**config.mk**
```make
export PLATFORM = sky130hd
export DESIGN_NAME = dec_fix_conv
export DESIGN_NICKNAME = d
export VERILOG_FILES = /design/src/rtl/dec_fix_conv.sv
export SDC_FILE = /design/constraint.sdc
export NUM_CORES = 1
export LEC_CHECK = 0
export CAP_MARGIN = 20
export CORE_UTILIZATION = 50
export DETAILED_ROUTE_END_ITERATION = 10
export HOLD_SLACK_MARGIN = 0.03
export PLACE_DENSITY = 0.7
export REMOVE_ABC_BUFFERS = 1
export SETUP_SLACK_MARGIN = 0.2
export SYNTH_ARGS = -nofsm -noshare
export SYNTH_HDL_FRONTEND = slang
export SYNTH_SLANG_ARGS = --single-unit
```
**constraint.sdc**
```tcl
create_clock -name CLK -period 8.2 [get_ports CLK]
set_clock_uncertainty 0.2 [all_clocks]
set_input_delay 1.64 -clock CLK [delete_from_list [all_inputs] [get_ports CLK]]
set_output_delay 1.64 -clock CLK [all_outputs]
set_load 0.01 [all_outputs]
```
**src/rtl/dec_fix_conv.sv**
```systemverilog
// Iterative decimal-to-fixed-point converter: one-hot/BCD digits in, signed Q(INT_BITS).(FRAC_BITS)
// out, with optional half-up rounding and saturation on overflow.
module dec_fix_conv #(
   parameter int unsigned INT_DIGITS  = 2,
   parameter int unsigned FRAC_DIGITS = 2,
   parameter int unsigned INT_BITS    = 7,
   parameter int unsigned FRAC_BITS   = 8,
   parameter int unsigned ONEHOT      = 1,
   localparam int unsigned DW = (ONEHOT != 0) ? 10 : 4,
   localparam int unsigned RW = 1 + INT_BITS + FRAC_BITS
) (
   input  logic                      CLK,
   input  logic                      RST,
   input  logic                      start,
   input  logic                      neg,
   input  logic                      round_en,
   input  logic [INT_DIGITS*DW-1:0]  int_dig,
   input  logic [FRAC_DIGITS*DW-1:0] frac_dig,
   output logic                      busy,
   output logic                      done,
   output logic [RW-1:0]             result,
   output logic                      ovf,
   output logic                      err
);

   localparam int unsigned AW = INT_BITS + 4;
   localparam int unsigned MW = INT_BITS + FRAC_BITS;
   localparam int unsigned CW = $clog2(INT_DIGITS + FRAC_BITS + 1);

   typedef enum logic [2:0] {StIdle, StLoad, StInt, StFrac, StRound, StDone} state_e;

   state_e          state_q, state_d;
   logic [CW-1:0]   cnt_q;
   logic            neg_q, round_q, dig_err_q, sat_q;
   logic [AW-1:0]   acc_q;
   logic [FRAC_BITS-1:0] fbits_q;
   logic [MW:0]     mag_q;
   logic [3:0]      int_q  [INT_DIGITS];
   logic [3:0]      frac_q [FRAC_DIGITS];
   logic            busy_q, done_q, ovf_q, err_q;
   logic [RW-1:0]   result_q;

   logic [3:0]      int_dec  [INT_DIGITS];
   logic [3:0]      frac_dec [FRAC_DIGITS];
   logic            dig_err;
   logic [4:0]      dec;
   logic [3:0]      dbl      [FRAC_DIGITS];
   logic            dbl_cout;
   logic [4:0]      sum;
   logic            carry;
   logic [AW-1:0]   acc_nx;
   logic            int_last, frac_last;
   logic [MW:0]     rnd_inc;
   logic            ovf_nx;
   logic [MW:0]     mag_sat;

   // Returns {invalid, value}; invalid digits decode as zero.
   function automatic logic [4:0] decode(input logic [DW-1:0] d);
      logic [4:0]  r;
      int unsigned n;
      r = 5'b10000;
      n = 0;
      if (ONEHOT != 0) begin
         for (int k = 0; k < int'(DW); k++) begin
            if (d[k]) begin
               n++;
               r[3:0] = 4'(k);
            end
         end
         if (n == 1) r[4] = 1'b0;
         else        r = 5'b10000;
      end else if (d[3:0] <= 4'd9) begin
         r = {1'b0, d[3:0]};
      end
      return r;
   endfunction

   always_comb begin
      dig_err = 1'b0;
      dec     = '0;
      for (int i = 0; i < int'(INT_DIGITS); i++) begin
         dec        = decode(int_dig[i*DW +: DW]);
         int_dec[i] = dec[3:0];
         dig_err    = dig_err | dec[4];
      end
      for (int j = 0; j < int'(FRAC_DIGITS); j++) begin
         dec         = decode(frac_dig[j*DW +: DW]);
         frac_dec[j] = dec[3:0];
         dig_err     = dig_err | dec[4];
      end
   end

   // Doubling the BCD fraction; carry out of the tenths digit is the next binary fraction bit.
   always_comb begin
      carry = 1'b0;
      sum   = '0;
      for (int j = 0; j < int'(FRAC_DIGITS); j++) begin
         sum = {frac_q[j], 1'b0} + {4'b0, carry};
         if (sum >= 5'd10) begin
            sum   = sum - 5'd10;
            carry = 1'b1;
         end else begin
            carry = 1'b0;
         end
         dbl[j] = sum[3:0];
      end
      dbl_cout = carry;
   end

   always_comb begin
      acc_nx    = acc_q * AW'(10) + AW'(int_q[INT_DIGITS-1]);
      int_last  = (cnt_q == CW'(INT_DIGITS - 1));
      frac_last = (cnt_q == CW'(FRAC_BITS - 1));
      rnd_inc   = {{MW{1'b0}}, round_q & dbl_cout};
      ovf_nx    = sat_q | mag_q[MW];
      mag_sat   = ovf_nx ? {1'b0, {MW{1'b1}}} : mag_q;
   end

   always_comb begin
      state_d = state_q;
      case (state_q)
         StIdle:  if (start) state_d = StLoad;
         StLoad:  state_d = StInt;
         StInt:   if (int_last) state_d = StFrac;
         StFrac:  if (frac_last) state_d = StRound;
         StRound: state_d = StDone;
         StDone:  state_d = StIdle;
         default: state_d = StIdle;
      endcase
   end

   always_ff @(posedge CLK) begin
      if (RST) begin
         state_q   <= StIdle;
         cnt_q     <= '0;
         neg_q     <= 1'b0;
         round_q   <= 1'b0;
         dig_err_q <= 1'b0;
         sat_q     <= 1'b0;
         acc_q     <= '0;
         fbits_q   <= '0;
         mag_q     <= '0;
         busy_q    <= 1'b0;
         done_q    <= 1'b0;
         ovf_q     <= 1'b0;
         err_q     <= 1'b0;
         result_q  <= '0;
         for (int i = 0; i < int'(INT_DIGITS); i++) int_q[i] <= '0;
         for (int j = 0; j < int'(FRAC_DIGITS); j++) frac_q[j] <= '0;
      end else begin
         state_q <= state_d;
         busy_q  <= (state_d != StIdle);
         done_q  <= (state_q == StDone);
         case (state_q)
            StIdle: begin
               if (start) begin
                  neg_q   <= neg;
                  round_q <= round_en;
               end
            end
            StLoad: begin
               int_q     <= int_dec;
               frac_q    <= frac_dec;
               dig_err_q <= dig_err;
               acc_q     <= '0;
               sat_q     <= 1'b0;
               fbits_q   <= '0;
               cnt_q     <= '0;
            end
            StInt: begin
               acc_q <= acc_nx;
               if (|acc_nx[AW-1:INT_BITS]) sat_q <= 1'b1;
               for (int i = int'(INT_DIGITS) - 1; i > 0; i--) int_q[i] <= int_q[i-1];
               int_q[0] <= '0;
               cnt_q    <= int_last ? '0 : cnt_q + CW'(1);
            end
            StFrac: begin
               frac_q  <= dbl;
               fbits_q <= {fbits_q[FRAC_BITS-2:0], dbl_cout};
               cnt_q   <= frac_last ? '0 : cnt_q + CW'(1);
            end
            StRound: mag_q <= {1'b0, acc_q[INT_BITS-1:0], fbits_q} + rnd_inc;
            StDone: begin
               result_q <= neg_q ? -mag_sat : mag_sat;
               ovf_q    <= ovf_nx;
               err_q    <= dig_err_q;
            end
            default: ;
         endcase
      end
   end

   assign busy   = busy_q;
   assign done   = done_q;
   assign result = result_q;
   assign ovf    = ovf_q;
   assign err    = err_q;

endmodule

```
# Yosys cells after proc, flatten, opt, wreduce, memory -nomap -nowiden
# Cells that the tools add are included.
# classes
mul,1
shifts,0
n_bitwise,5
n_lt_le_gt_ge,2
eq_ne,12
addsub,43
reduce_logical,8
div_mod_pow,0
n_mux,103
# op_table
op,count
"32-bit by 1-bit adder with 32-bit output, second input constant",36
32-bit 2-to-1 mux,36
4-bit 2-to-1 mux,40
"32-bit by 1-bit == test with 1-bit output, second input constant",4
8-bit one-hot mux with 2 select lines,3
16-bit 2-to-1 mux,2
11-bit one-hot mux with 2 select lines,1
15-bit by 1-bit adder with 16-bit output,1
16-bit negator,1
1-bit 2-to-1 mux,15
3-bit one-hot mux with 5 select lines,1
4-bit one-hot mux with 3 select lines,1
11-bit by 4-bit adder with 11-bit output,1
"11-bit by 3-bit multiplier with 10-bit output, second input constant",1
"5-bit by 4-bit >= comparator with 1-bit output, second input constant",2
3-bit 2-to-1 mux,3
"4-bit subtractor, second input constant",2
"3-bit by 2-bit == test with 1-bit output, second input constant",2
"3-bit == test, second input constant",2
3-bit nonzero test,2
5-bit by 1-bit adder with 5-bit output,1
"4-bit by 1-bit adder with 4-bit output, second input constant",1
"4-bit by 1-bit == test with 1-bit output, second input constant",1
"4-bit by 3-bit == test with 1-bit output, second input constant",1
other kinds (9),14
# totals
word_cells,192
mem_bits_rw,0
mem_count,0
latch_bits,0
output_inout_bits,20
regBits,82
mem_bits_ro,0

# Logic depth before layout (Yosys ltp)
# logic_depth
word_depth,24
ltp_mapped,31

# Worst setup path after synthesis
# No wires, ideal clock.
# synth_path
path_kind,in2reg
startpoint,input port int_dig[0]
endpoint,register int_q[5] (netlist bit)
arrival_ps,6946
setup_time_ps,61
setup_slack_ps,992
cell_stages,30
cell_sequence,inv_1 ha_1 xnor2_1 inv_1 ha_1 nor2b_1 nor2_1 ha_1 nand2_1 o21ai_0 or2_2 ha_1 nor2b_1 nor2_1 ha_1 nand2_1 nand2_1 ha_1 mux2_2 ha_1 mux2_2 ha_1 inv_1 a221oi_2 a41oi_1 a21oi_1 nor4_1 nand2_1 nor3_2 a32o_1
# synth_via
elab_chain_len,22
# synth_lines
item,line_no,source
start: declaration,17,"input logic [INT_DIGITS*DW-1:0] int_dig,"
1-bit 2-to-1 mux *,65,if (d[k]) begin
32-bit by 1-bit adder with 32-bit output,66,n++;
32-bit 2-to-1 mux *,65,
32-bit by 1-bit adder with 32-bit output,66,
32-bit 2-to-1 mux *,65,
32-bit by 1-bit adder with 32-bit output,66,
32-bit 2-to-1 mux *,65,
32-bit by 1-bit adder with 32-bit output,66,
[... 6 more ...],n/a,
32-bit 2-to-1 mux *,65,
32-bit by 1-bit adder with 32-bit output,66,
32-bit 2-to-1 mux *,65,
32-bit by 1-bit adder with 32-bit output,66,
32-bit 2-to-1 mux *,65,
32-bit by 1-bit == test with 1-bit output *,70,if (n == 1) r[4] = 1'b0;
4-bit 2-to-1 mux *,70,
8-bit one-hot mux with 2 select lines *,154,case (state_q)
end signal: assignment,162,int_q <= int_dec;
end: declaration,38,logic [3:0] int_q [INT_DIGITS];
# Every way passes the cells marked *; elsewhere a longest branch is shown, timed or not.
# A chain may end at the register's enable or synchronous reset.

# Worst setup path after layout
# layout_path
startpoint,input port int_dig[1]
endpoint,register int_q[5] (netlist bit)
# layout_via
elab_chain_len,20
# layout_lines
item,line_no
32-bit 2-to-1 mux *,65
32-bit by 1-bit adder with 32-bit output,66
32-bit 2-to-1 mux *,65
32-bit by 1-bit adder with 32-bit output,66
32-bit 2-to-1 mux *,65
32-bit by 1-bit adder with 32-bit output,66
32-bit 2-to-1 mux *,65
32-bit by 1-bit adder with 32-bit output,66
[... 4 more ...],n/a
32-bit 2-to-1 mux *,65
32-bit by 1-bit adder with 32-bit output,66
32-bit 2-to-1 mux *,65
32-bit by 1-bit adder with 32-bit output,66
32-bit 2-to-1 mux *,65
32-bit by 1-bit == test with 1-bit output *,70
4-bit 2-to-1 mux *,70
8-bit one-hot mux with 2 select lines *,154
# Marks and branches as above.

==> flow_metrics.py <==
metrics = {
    "place": {
        "hpwl_um": 12800,
        "placedCellCount": 1283,
        "place_congestion": 0.853,
        "dpl_worst_slack_ns": -0.0268,
        "port_buffers": 64,
    },
    "setup_path": {
        "critical_path_arrival_ns": 7.69,
        "reg2reg_setup_slack_ns": 5.04,
        "criticalPathCategory": "in2reg",
        "cpPeakStageDelay_ns": 0.51,
        "crit_top_cell": "ha_1",
        "cp_max_fo": 3,
        "slowest_stage": "clkdlybuf4s50_1",
        "end_kind": "flip-flop",
        "startpoint_type": "input pin",
        "required_ns": 8.23,
    },
    "routing": {
        "ant_nets": 0,
        "num_vias": 7196,
        "drt_iter0_markers": 482,
        "wirelength_um": 17000,
        "vias_per_cell": 5.54,
        "dr.pass1.iters": 5,
        "wl_per_cell_um": 13.1,
        "drc": 0,
    },
    "power": {
        "combPwrFrac": 0.520,
        "power_switching_uw": 654,
        "clock_power_share": 0.230,
        "power_frac_seq": 0.250,
        "internal_power_mw": 1.02,
        "power_density_nw_per_um2": 182,
        "ir_drop_mv": 0.0909,
        "leakagePower_nw": 3.53,
        "swShare": 0.391,
    },
    "cts": {
        "tritoncts": "yes",
        "root_buffer": "clkbuf_16",
        "cts.sinks": 81,
        "htree_num_levels": 3,
        "clk_pin_slew_ns": 0.06,
        "cts_buffers": 9,
        "clock_path_buffers": 2,
        "clock_latency_ns": 0.34,
    },
    "min_path": {
        "hold_class": "reg2reg",
    },
    "layout": {
        "final.fill_count": 1521,
        "final_nets": 1186,
        "final_common_cell": "nor2_1",
        "drive_above_1_share": 0.0941,
        "syn_to_final_growth_pct": 13.6,
        "final_cell_mix": "nor2_1, nand2_1, dfxtp_1",
        "antenna_cells": 0,
        "instances_no_fill": 1300,
    },
    "sta": {
        "tightest_slew_ns": 0.971,
        "rsz0062_at_grt": "true",
        "relSlewSlack": 0.350,
        "fmax_ghz": 0.131,
        "setup_slack_ns": 0.541,
        "timing.hold.ws_ns": 0.248,
        "fin_crit_ns": 7.66,
        "finalMaxSlewViolations": 0,
        "setup_viol": 0,
        "final-hold-violation-count": 0,
        "period_share": 0.934,
    },
    "floorplanning": {
        "coreArea_sq_um": 15800,
        "io_pins": 65,
        "die_h_um": 129,
        "fp-row-count": 46,
        "start_util": 0.510,
        "dieWidth_um": 129,
        "die_area_sq_um": 16700,
    },
    "grt": {
        "track_usage": 0.208,
        "grt_overflow_total": 0,
        "grt_pass1_wl_um": 28900,
        "grt_max_degree": 81,
        "grt_pass1_vias": 6473,
        "antenna_found_initial": 0,
    },
    "logic_synthesis": {
        "synth_edf_count": 0,
        "netlist_instances": 1055,
        "ys_seq_area_frac": 0.201,
        "synth.distinct_cells": 94,
        "ys_ff_latch": 81,
        "async_reset_ff_frac": 0,
        "synth_ff_type": "dfxtp_1",
        "yosys_warnings": 0,
        "syn_avg_cell_area_sq_um": 7.65,
        "netlist_area_sq_um": 8080,
    },
    "job": {
        "maxCapViolations": 0,
    },
    "run_status": {
        "outcome": "finished clean",
    },
}
==> kinds of logic after synthesis <==
logic type,Yosys count,synth area share
simple gates,424,0.249
flops,81,0.201
compound gates,255,0.217
mux,24,0.0335
fa+ha+maj,62,0.0979
buf+inv,108,0.0552
xor+xnor,101,0.147
==> repair_timing <==
item | in CTS | in global routing
setup endpoints to repair | 0 | 13
resized for setup | 0 | 17
hold buffers | 0 | 0
buffers inserted | 0 | 1
==> power by group through the flow <==
stage	Clock, mW	Combinational, mW	Sequential (mW)
finish	0.385	0.868	0.418
global route	0.407	0.973	0.420
CTS	0.394	0.834	0.418
detailed placement	0	0.830	0.426
global placement	0	0.811	0.427
floorplan	0	0.656	0.422
==> final timing paths <==
check,endpoint,cells after the start,start
setup / recovery,int_q[5],31,int_dig[1]
hold / removal,result[3],2,result[3]
setup reg to reg,result[12],10,sat_q
hold reg to reg,result[3],2,result[3]
==> worst max-delay path, delay by kind of cell <==
family | cells | cell delay (ns)
buffers and inverters | 4 | 0.73
adders and majority gates | 8 | 2.33
xor gates and xnor gates | 1 | 0.11
muxes | 2 | 0.54
AOI/OAI and AO/OA | 5 | 1.07
and+or+nand+nor | 11 | 1.27
==> stage by stage <==
stage / cell area [sq um] / utilization / TNS, ns / power, mW
finish: 9180 / 0.580 / 0 / 1.67
global route: 9180 / 0.580 / 0 / 1.80
CTS: 9070 / 0.573 / 0 / 1.64
detailed placement: 8780 / 0.555 / -0.0400 / 1.26
global placement: 8780 / 0.555 / 0 / 1.24
floorplan: 7810 / - / 0 / 1.08
==> synth_stat cells (9+ instances only) <==
cell type  count  area share
nor3_1        29       0.018
o21ai_0       44       0.027
a22oi_1       18       0.017
o211ai_1      10      0.0093
xor2_1        34       0.037
or3_1         12      0.0093
nand4_1        9      0.0070
mux2_2        10       0.014
xnor2_1       43       0.047
nor2_1       126       0.059
clkbuf_1      41       0.019
nand2b_1      15       0.012
a21oi_1       68       0.042
ha_1          60       0.093
nand2_1      120       0.056
nand3_1       43       0.027
a211oi_1      24       0.022
nor2b_1       10      0.0077
dfxtp_1       81        0.20
inv_1         47       0.022
mux2i_1       12       0.015
a31oi_1       13       0.010
==> registers in the layout (all words and copies together) (netlist names), 3 cells and up <==
signal and flops:
frac_q 8, int_q 8, result 16, state_q 3
cnt_q 4, acc_q 10, mag_q 16, fbits_q 8
==> area by class of cell <==
class	count	area, sq um	area share
clock buffers	11	253	0.0275
clock inverters	5	37.5	0.00409
inverters	49	184	0.0200
multi-input cells	866	6110	0.666
flip-flops and latches	81	1620	0.177
well taps	216	270	0.0295
repair buffers	72	696	0.0758
==> per-layer routing <==
layer  vias to the layer above  GRT usage  wire length, um
li1                       3828          -                -
met1                      3276      0.275             8520
met2                        86      0.363             8040
met3                         6     0.0227              354
met4                         0     0.0478               95
met5                         -          0                0
Power figures use the tool's default switching activity.
